--- config.mk ---
export PLATFORM = sky130hd
export DESIGN_NAME = seq_pattern_tx_flat
export DESIGN_NICKNAME = d
export VERILOG_FILES = /design/src/rtl/seq_pattern_tx_if.sv /design/src/rtl/seq_pattern_tx.sv /design/src/flat_wrapper.sv
export SDC_FILE = /design/constraint.sdc
export NUM_CORES = 1
export LEC_CHECK = 0
export CAP_MARGIN = 20
export CORE_MARGIN = 4
export CORE_UTILIZATION = 30
export CTS_BUF_LIST = sky130_fd_sc_hd__clkbuf_4
export CTS_CLUSTER_DIAMETER = 150
export DETAILED_ROUTE_END_ITERATION = 7
export GPL_TIMING_DRIVEN = 0
export PLACE_DENSITY_LB_ADDON = 0.1
export SYNTH_ARGS = -nofsm -noshare
export SYNTH_HDL_FRONTEND = slang
export SYNTH_SLANG_ARGS = --single-unit
--- constraint.sdc ---
create_clock -name clk -period 6.7 [get_ports clk]
set_clock_uncertainty 0.15 [all_clocks]
set_input_delay 1.34 -clock clk [delete_from_list [all_inputs] [get_ports clk]]
set_output_delay 1.34 -clock clk [all_outputs]
set_load 0.02 [all_outputs]
--- src/rtl/seq_pattern_tx_if.sv ---
// Load port, bit-advance enable and serial output stream of seq_pattern_tx.
interface seq_pattern_tx_if #(
  parameter int PAT_W = 4,
  parameter int CNT_W = 8,
  parameter int GAP_W = 4
);
  logic             load_valid;
  logic             load_ready;
  logic [PAT_W-1:0] load_pattern;
  logic [CNT_W-1:0] load_reps;
  logic [GAP_W-1:0] load_gap;
  logic             bit_en;
  logic             out_bit;
  logic             out_valid;
  logic             frame_start;
  logic             busy;
  logic             done;

  modport master (
    output load_valid, load_pattern, load_reps, load_gap, bit_en,
    input  load_ready, out_bit, out_valid, frame_start, busy, done
  );

  modport slave (
    input  load_valid, load_pattern, load_reps, load_gap, bit_en,
    output load_ready, out_bit, out_valid, frame_start, busy, done
  );
endinterface

--- src/rtl/seq_pattern_tx.sv ---
// Serial bit-pattern transmitter: sends a loaded pattern MSB-first, repeated
// reps times with gap zero bits between repetitions, one bit per enabled clock.
module seq_pattern_tx #(
  parameter int PAT_W = 4,
  parameter int CNT_W = 8,
  parameter int GAP_W = 4
) (
  input  logic clk,
  input  logic reset,
  seq_pattern_tx_if.slave bus
);
  localparam int IDX_W = (PAT_W > 1) ? $clog2(PAT_W) : 1;
  localparam logic [IDX_W-1:0] LAST_IDX = IDX_W'(PAT_W - 1);

  typedef enum logic [1:0] {IDLE, SEND, GAP, DONE} state_t;

  state_t           state_q, state_n;
  logic [PAT_W-1:0] pat_q, pat_n;
  logic [GAP_W-1:0] gap_q, gap_n;
  logic [GAP_W-1:0] gcnt_q, gcnt_n;
  logic [CNT_W-1:0] rep_q, rep_n;
  logic [IDX_W-1:0] idx_q, idx_n;
  logic             accept;
  logic             valid_n, bit_n, frame_n, busy_n, done_n, ready_n;

  // Next-state and datapath update; outputs are derived from the next state
  // so that every output can be registered without adding latency.
  always_comb begin
    state_n = state_q;
    pat_n   = pat_q;
    gap_n   = gap_q;
    gcnt_n  = gcnt_q;
    rep_n   = rep_q;
    idx_n   = idx_q;
    accept  = bus.load_valid && bus.load_ready;

    case (state_q)
      IDLE: begin
        if (accept) begin
          pat_n   = bus.load_pattern;
          gap_n   = bus.load_gap;
          rep_n   = bus.load_reps;
          idx_n   = '0;
          state_n = (bus.load_reps != '0) ? SEND : DONE;
        end
      end
      SEND: begin
        if (bus.bit_en) begin
          if (idx_q == LAST_IDX) begin
            idx_n = '0;
            if (rep_q != '0) rep_n = rep_q - CNT_W'(1);
            if (rep_q <= CNT_W'(1)) begin
              state_n = DONE;
            end else if (gap_q != '0) begin
              state_n = GAP;
              gcnt_n  = gap_q;
            end
          end else begin
            idx_n = idx_q + IDX_W'(1);
          end
        end
      end
      GAP: begin
        if (bus.bit_en) begin
          gcnt_n = gcnt_q - GAP_W'(1);
          if (gcnt_q == GAP_W'(1)) state_n = SEND;
        end
      end
      DONE:    state_n = IDLE;
      default: state_n = IDLE;
    endcase

    valid_n = (state_n == SEND) || (state_n == GAP);
    bit_n   = (state_n == SEND) ? pat_n[LAST_IDX - idx_n] : 1'b0;
    frame_n = (state_n == SEND) && (idx_n == '0);
    busy_n  = (state_n != IDLE);
    done_n  = (state_n == DONE);
    ready_n = (state_n == IDLE);
  end

  // State, datapath and registered outputs.
  always_ff @(posedge clk) begin
    if (reset) begin
      state_q         <= IDLE;
      pat_q           <= '0;
      gap_q           <= '0;
      gcnt_q          <= '0;
      rep_q           <= '0;
      idx_q           <= '0;
      bus.out_valid   <= 1'b0;
      bus.out_bit     <= 1'b0;
      bus.frame_start <= 1'b0;
      bus.busy        <= 1'b0;
      bus.done        <= 1'b0;
      bus.load_ready  <= 1'b0;
    end else begin
      state_q         <= state_n;
      pat_q           <= pat_n;
      gap_q           <= gap_n;
      gcnt_q          <= gcnt_n;
      rep_q           <= rep_n;
      idx_q           <= idx_n;
      bus.out_valid   <= valid_n;
      bus.out_bit     <= bit_n;
      bus.frame_start <= frame_n;
      bus.busy        <= busy_n;
      bus.done        <= done_n;
      bus.load_ready  <= ready_n;
    end
  end
endmodule

--- src/flat_wrapper.sv ---
// flat-port wrapper written by rule: the top's interface ports become plain ports
module seq_pattern_tx_flat 
#(
  parameter int PAT_W = 4,
  parameter int CNT_W = 8,
  parameter int GAP_W = 4
)
  (clk, reset, bus_load_valid, bus_load_pattern, bus_load_reps, bus_load_gap, bus_bit_en, bus_load_ready, bus_out_bit, bus_out_valid, bus_frame_start, bus_busy, bus_done);
  seq_pattern_tx_if #(.PAT_W(PAT_W), .CNT_W(CNT_W), .GAP_W(GAP_W)) bus_i ();
  input  logic clk;
  input  logic reset;
  input wire logic [$bits(bus_i.load_valid)-1:0] bus_load_valid;
  input wire logic [$bits(bus_i.load_pattern)-1:0] bus_load_pattern;
  input wire logic [$bits(bus_i.load_reps)-1:0] bus_load_reps;
  input wire logic [$bits(bus_i.load_gap)-1:0] bus_load_gap;
  input wire logic [$bits(bus_i.bit_en)-1:0] bus_bit_en;
  output wire logic [$bits(bus_i.load_ready)-1:0] bus_load_ready;
  output wire logic [$bits(bus_i.out_bit)-1:0] bus_out_bit;
  output wire logic [$bits(bus_i.out_valid)-1:0] bus_out_valid;
  output wire logic [$bits(bus_i.frame_start)-1:0] bus_frame_start;
  output wire logic [$bits(bus_i.busy)-1:0] bus_busy;
  output wire logic [$bits(bus_i.done)-1:0] bus_done;
  assign bus_i.load_valid = bus_load_valid;
  assign bus_i.load_pattern = bus_load_pattern;
  assign bus_i.load_reps = bus_load_reps;
  assign bus_i.load_gap = bus_load_gap;
  assign bus_i.bit_en = bus_bit_en;
  assign bus_load_ready = bus_i.load_ready;
  assign bus_out_bit = bus_i.out_bit;
  assign bus_out_valid = bus_i.out_valid;
  assign bus_frame_start = bus_i.frame_start;
  assign bus_busy = bus_i.busy;
  assign bus_done = bus_i.done;
  seq_pattern_tx #(.PAT_W(PAT_W), .CNT_W(CNT_W), .GAP_W(GAP_W)) u_core (.clk(clk), .reset(reset), .bus(bus_i));
endmodule
* Word level (Yosys, flattened, before mapping)
Index checks and enable logic that the tools add are counted.
W data, S select, Z words.
** Storage, ports and cells
- Register bits after elaboration :: 30
- Input bits :: 20
- Output and inout bits :: 6
- Word-level logic and storage cells :: 78
** Operators by class
- Add/subtract/negate cells :: 4
- $lt $le $gt $ge :: 2
- Equal/unequal tests :: 15
- Mux-type cells :: 28
- Bitwise gates (word level) :: 1
- Reductions and logical operators :: 16
** Operators by type and width (count)
- $mux W8 :: 4
- $mux W4 :: 7
- $mux W2 :: 11
- $pmux W8 S2 :: 1
- $reduce_bool A8 Y1 :: 2
- $eq A2 B2 Y1 const B :: 5
- $le A8 B1 Y1 const B :: 1
- $ne A2 B1 Y1 const B :: 4
- $pmux W2 S4 :: 1
- $pmux W4 S2 :: 1
- $sub A8 B1 Y8 const B :: 1
- $logic_not A2 Y1 :: 3
- $ne A2 B2 Y1 const B :: 3
- $reduce_and A6 Y1 :: 1
- $reduce_bool A2 Y1 :: 3
- $reduce_and A5 Y1 :: 1
- $eq A2 B1 Y1 const B :: 2
- $eq A4 B1 Y1 const B :: 1
- $pmux W2 S2 :: 1
- $reduce_bool A4 Y1 :: 1
- $sub A4 B1 Y4 const B :: 1
- $lt A2 B3 Y1 const B :: 1
- $add A2 B1 Y2 const B :: 1
- $bmux W1 S2 :: 1
- 7 further kinds :: 8

* Longest topological paths before layout
Gate-level depths: netlist of the first run.
- Depth in word-level cells :: 9
- Depth in mapped cells :: 9
- Mapped depth without buffers :: 9

* Worst setup path after synthesis of the first run
OpenSTA, ideal clock, no wires.
- Path kind :: input-to-reg
- Start point :: input port bus_bit_en
- End point :: register u_core.bus.out_bit
- Library setup time :: 0.075 ns
- Data arrival time :: 2.855 ns
- Required time :: 6.475 ns
- Slack :: 3.620 ns
- Stages on the path :: 8
- Path buffers :: 1
- Cells stage by stage :: clkbuf_2 -> nand2_1 -> nor3_1 -> mux2i_1 -> a21oi_1 -> ha_1 -> or3b_2 -> o22ai_1
** On the way
- Word-level cells in the longest chain between the ends :: 5
- Elaborated cells on any way between the ends :: 11
- Classes of those cells :: add/sub (1); eq/ne (1); mux (7); bitwise (1); reduce/logical (1)
** Ends and longest elaborated chain
- start: declaration :: line flat_wrapper.sv:16 : input wire logic [$bits(bus_i.bit_en)-1:0] bus_bit_en;
- $mux W2 (on tied branches) :: line seq_pattern_tx.sv:48, seq_pattern_tx.sv:64
- $pmux W2 S2 / $pmux W2 S4 (equally long branches) :: line seq_pattern_tx.sv:37 : case (state_q)
- $sub A2 B2 Y2 / $eq A2 B1 Y1 (equally long branches) :: line seq_pattern_tx.sv:74 : bit_n = (state_n == SEND) ? pat_n[LAST_IDX - idx_n] : 1'b0;
- $bmux W1 S2 / $not A1 Y1 (equally long branches)
- $mux W1 (not written as such) / $reduce_or A2 Y1 (equally long branches)
- end signal: assignment :: line seq_pattern_tx.sv:104 : bus.out_bit <= bit_n;
- end: declaration :: line seq_pattern_tx_if.sv:26 : output load_ready, out_bit, out_valid, frame_start, busy, done
Several ways; a longest one is shown, not always the timed one. The select of a mux whose other input is x is not followed.
A chain may end at the register's enable or synchronous reset.

* Final worst setup path of the first run
- Start point :: input port bus_load_valid
- End point :: register u_core.bus.out_bit
** On the way
- Word-level cells in the longest chain between the ends :: 6
- Elaborated cells on any way between the ends :: 13
- Classes of those cells :: add/sub (1); eq/ne (1); mux (8); bitwise (1); reduce/logical (2)
** Ends and longest elaborated chain
- start: declaration :: line flat_wrapper.sv:12 : input wire logic [$bits(bus_i.load_valid)-1:0] bus_load_valid;
- $logic_and A1 B1 Y1 :: line seq_pattern_tx.sv:35 : accept = bus.load_valid && bus.load_ready;
- $mux W2 :: line seq_pattern_tx.sv:39 : if (accept) begin
- $pmux W2 S4 :: line seq_pattern_tx.sv:37
- net u_core.state_n[0] :: line seq_pattern_tx.sv:17 : state_t state_q, state_n;
- $eq A2 B1 Y1 :: line seq_pattern_tx.sv:74
- $not A1 Y1 (no line)
- $reduce_or A2 Y1 (no line)
The timed path passes the listed nets, and every way through them passes these cells. The select of a mux whose other input is x is not followed.

==> results.py, run 1 <==
metrics = {
    "logic_synthesis": {
        "ys_seq_area_frac": 0.360,
        "synth_top_family_by_area": "simple AND/OR/NAND/NOR gates",
        "synth_edf_count": 0,
        "synth_warnings": 0,
        "synthSimpleGateAreaFrac": 0.276,
        "synth-seq-cells": 30,
        "synth-compound-area-share": 0.200,
        "synthArstFlopShare": 0,
        "synth-xor-area-share": 0,
        "synthAdderAreaFrac": 0.0676,
        "synth_cells": 202,
        "syn-num-nets": 231,
        "syn_avg_cell_area_um2": 8.25,
        "synthMuxAreaShare": 0.0495,
        "synth_ff_type": "dfxtp_1",
        "syn_area_um2": 1670,
        "ys_types": 47,
    },
    "job": {
        "drv_cap": 0,
    },
    "floorplanning": {
        "coreArea_um2": 5240,
        "initial_utilization": 0.318,
        "rows": 26,
        "dieArea_um2": 6810,
        "num_io_pins": 26,
        "die_w_um": 82.5,
        "die_h_um": 82.5,
    },
    "global_routing": {
        "antenna_found_initial": 0,
        "grt_pass1_vias": 1451,
        "grt_pass1_wl_um": 7110,
        "grt_max_degree": 11,
        "gr-usage-all-layers": 0.139,
        "grt_overflow": 0,
    },
    "drt": {
        "vias": 1510,
        "ant_nets": 0,
        "totalWireLength_um": 4040,
        "dr.pass1.iters": 4,
        "drc": 0,
        "drtIter0Drc": 67,
        "wl_per_cell_um": 13.3,
        "drt-vias-per-instance": 4.97,
    },
    "final_layout": {
        "num_antenna_cells": 0,
        "regArea_um2": 601,
        "multi_input_area_um2": 990,
        "fin_nets": 262,
        "areaGrowthSynthToFinish_pct": 22.9,
        "fillCellCount": 564,
        "final_common_cell": "dfxtp_1",
        "mostFrequentLayoutCells": "30 x dfxtp_1, 24 x clkdlybuf4s50_1, 22 x a21oi_1",
        "drive_above_1_share": 0.107,
    },
    "critical_path": {
        "timing.rr.start": "u_core.rep_q[0]",
        "end_kind": "flip-flop",
        "cp-startpoint": "bus_load_valid",
        "critPathMaxFanout": 4,
        "cp_cell_sequence": "clkdlybuf4s50_1, a21oi_1, nor2_1, a221oi_1, inv_1, ha_1, or3b_2, o22ai_1",
        "worstSetupPathType": "input port to flip-flop",
        "cpPeakStageDelay_ps": 560,
        "crit_slowest_cell": "a221oi_1",
        "start_kind": "input port",
        "required_ps": 6780,
        "arrival_ps": 3310,
    },
    "power_and_ir_drop": {
        "switchingPower_uw": 143,
        "peakVddDrop_mv": 0.0956,
        "clkPwrFrac": 0.242,
        "netSwitchingFraction": 0.328,
        "comb_power_share": 0.294,
        "power.leakage_uw": 0.000750,
        "powerDensity_nw_per_um2": 213,
        "p_seq_frac": 0.465,
        "p_int_uw": 294,
    },
    "hold_path": {
        "hold_class": "flip-flop to flip-flop",
        "hold_start": "u_core.gcnt_q[1]",
    },
    "timing": {
        "slew_viol_final": 0,
        "tns_ps": 0,
        "rsz0062_at_grt": "no",
        "clock.fmax_ghz": 0.310,
        "fin_crit_ps": 3230,
        "hold_slack_ps": 315,
        "finalHoldViolations": 0,
        "layout_setup_ws_ps": 3470,
        "maxSlewHeadroom": 0.596,
        "worst_pin_slew_ps": 606,
        "setup_violations": 0,
        "min_period_over_period": 0.482,
    },
    "placed_design": {
        "portBuffers": 24,
        "hpwl_um": 3090,
        "gp_congestion": 0.775,
        "place_ws_ps": 3090,
    },
    "cts": {
        "clockBufferDepth": 2,
        "htreeDepth": 2,
        "cts_tree": "yes",
        "root_buffer": "clkbuf_4",
        "cts_setup_buffers": 0,
        "numCtsBuffers": 5,
        "cts_resized": 0,
        "cts.sink_count": 30,
        "clkSlewWorstSetupHoldPaths_ps": 90,
        "insertion_delay_ps": 330,
        "cts_hold_buf": 0,
    },
    "outcome": {
        "status": "finished, final reports clean",
    },
}
per-layer routing:
metal  vias up  share of wire  global-route usage
li1        794              -                   -
met1       682           0.51               0.194
met2        30           0.44               0.201
met3         4          0.045              0.0466
met4         0         0.0077              0.0392
met5         -              0                   0
cells in the mapped netlist (3+ instances only):
| library cell | instances | area (um^2) |
|---|---|---|
| dfxtp_1 | 30 | 601 |
| a21oi_1 | 22 | 110 |
| nand2_1 | 19 | 71.3 |
| nor2_1 | 19 | 71.3 |
| o21ai_0 | 13 | 65.1 |
| ha_1 | 9 | 113 |
| inv_1 | 8 | 30.0 |
| mux2i_1 | 6 | 60.1 |
| nand3_1 | 6 | 30.0 |
| nor4_1 | 6 | 37.5 |
| nand2b_1 | 5 | 31.3 |
| a21o_1 | 4 | 30.0 |
| a31oi_1 | 4 | 25.0 |
| nor2b_1 | 4 | 25.0 |
| nor3_1 | 4 | 20.0 |
| buf_1 | 3 | 11.3 |
| buf_2 | 3 | 15.0 |
path summary, 6_finish.rpt:
| path | endpoint | slack (ps) | depth (start not counted) |
|---|---|---|---|
| setup reg to reg | u_core.bus.out_bit | 4020 | 8 |
| setup / recovery | u_core.bus.out_bit | 3470 | 8 |
| hold reg to reg | u_core.gcnt_q[1] | 320 | 2 |
| hold / removal | u_core.gcnt_q[1] | 320 | 2 |
power groups by stage:
stage	Sequential [uW]	Clock (uW)	Combinational (uW)
global placement	207	0	131
detailed placement	207	0	129
finish	203	106	128
global route	205	118	147
floorplan	210	0	82.1
CTS	203	110	130
area by class of cell:
cell class                      count  share of cell area
Buffer                              9              0.0226
Clock buffer                        6              0.0220
Clock inverter                      2             0.00428
Inverter                            8              0.0147
Multi-Input combinational cell    155               0.483
Sequential cell                    30               0.293
Tap cell                           70              0.0428
Timing Repair Buffer               24               0.117
sequential cells by signal, summed over array words and instances (netlist names), 2 cells and up:
signal          flops
u_core.rep_q        8
u_core.gap_q        4
u_core.gcnt_q       4
u_core.pat_q        4
u_core.idx_q        2
u_core.state_q      2
critical path: cells and delay by family:
kind                     cells  cell delay [ps]
AO/OA/AOI/OAI                3              810
AND/OR/NAND/NOR              2              260
adder cells (fa/ha/maj)      1              250
buffers and inverters        2              650
cell families (layout without fill, tap and decap cells):
logic type | Yosys count | after routing
buf+inv | 17 | 49
simple gates | 83 | 83
flops | 30 | 30
compound gates | 55 | 55
mux | 8 | 8
fa+ha+maj | 9 | 9
through the flow:
step	std cells	power, uW	util	cell area, um^2
after floorplan	202	292	-	1670
after global placement	296	338	0.381	1990
after detailed placement	296	336	0.381	1990
after CTS	304	443	0.391	2050
after global routing	304	470	0.391	2050
final	304	437	0.391	2050
Note: power is estimated with default switching activity, not from simulation.
==> run 2, diff against run 1 <==
==> constraint.sdc (replaced) <==
create_clock -name clk -period 3 [get_ports clk]
set_clock_uncertainty 0.15 [all_clocks]
set_input_delay 0.6 -clock clk [delete_from_list [all_inputs] [get_ports clk]]
set_output_delay 0.6 -clock clk [all_outputs]
set_load 0.02 [all_outputs]
==> results of run 2 <==
The final DEF is identical to that of run 1. Status: finished, final reports clean.
Among the figures that moved: setup slack after placement 3090 ps -> 130 ps; setup slack after layout 3470 ps -> 316 ps; start point of the critical path bus_load_valid -> u_core.rep_q[0]; register-to-register setup slack 4020 ps -> 320 ps; total power 437 uW -> 976 uW; worst IR drop on VDD 0.0956 mV -> 0.214 mV
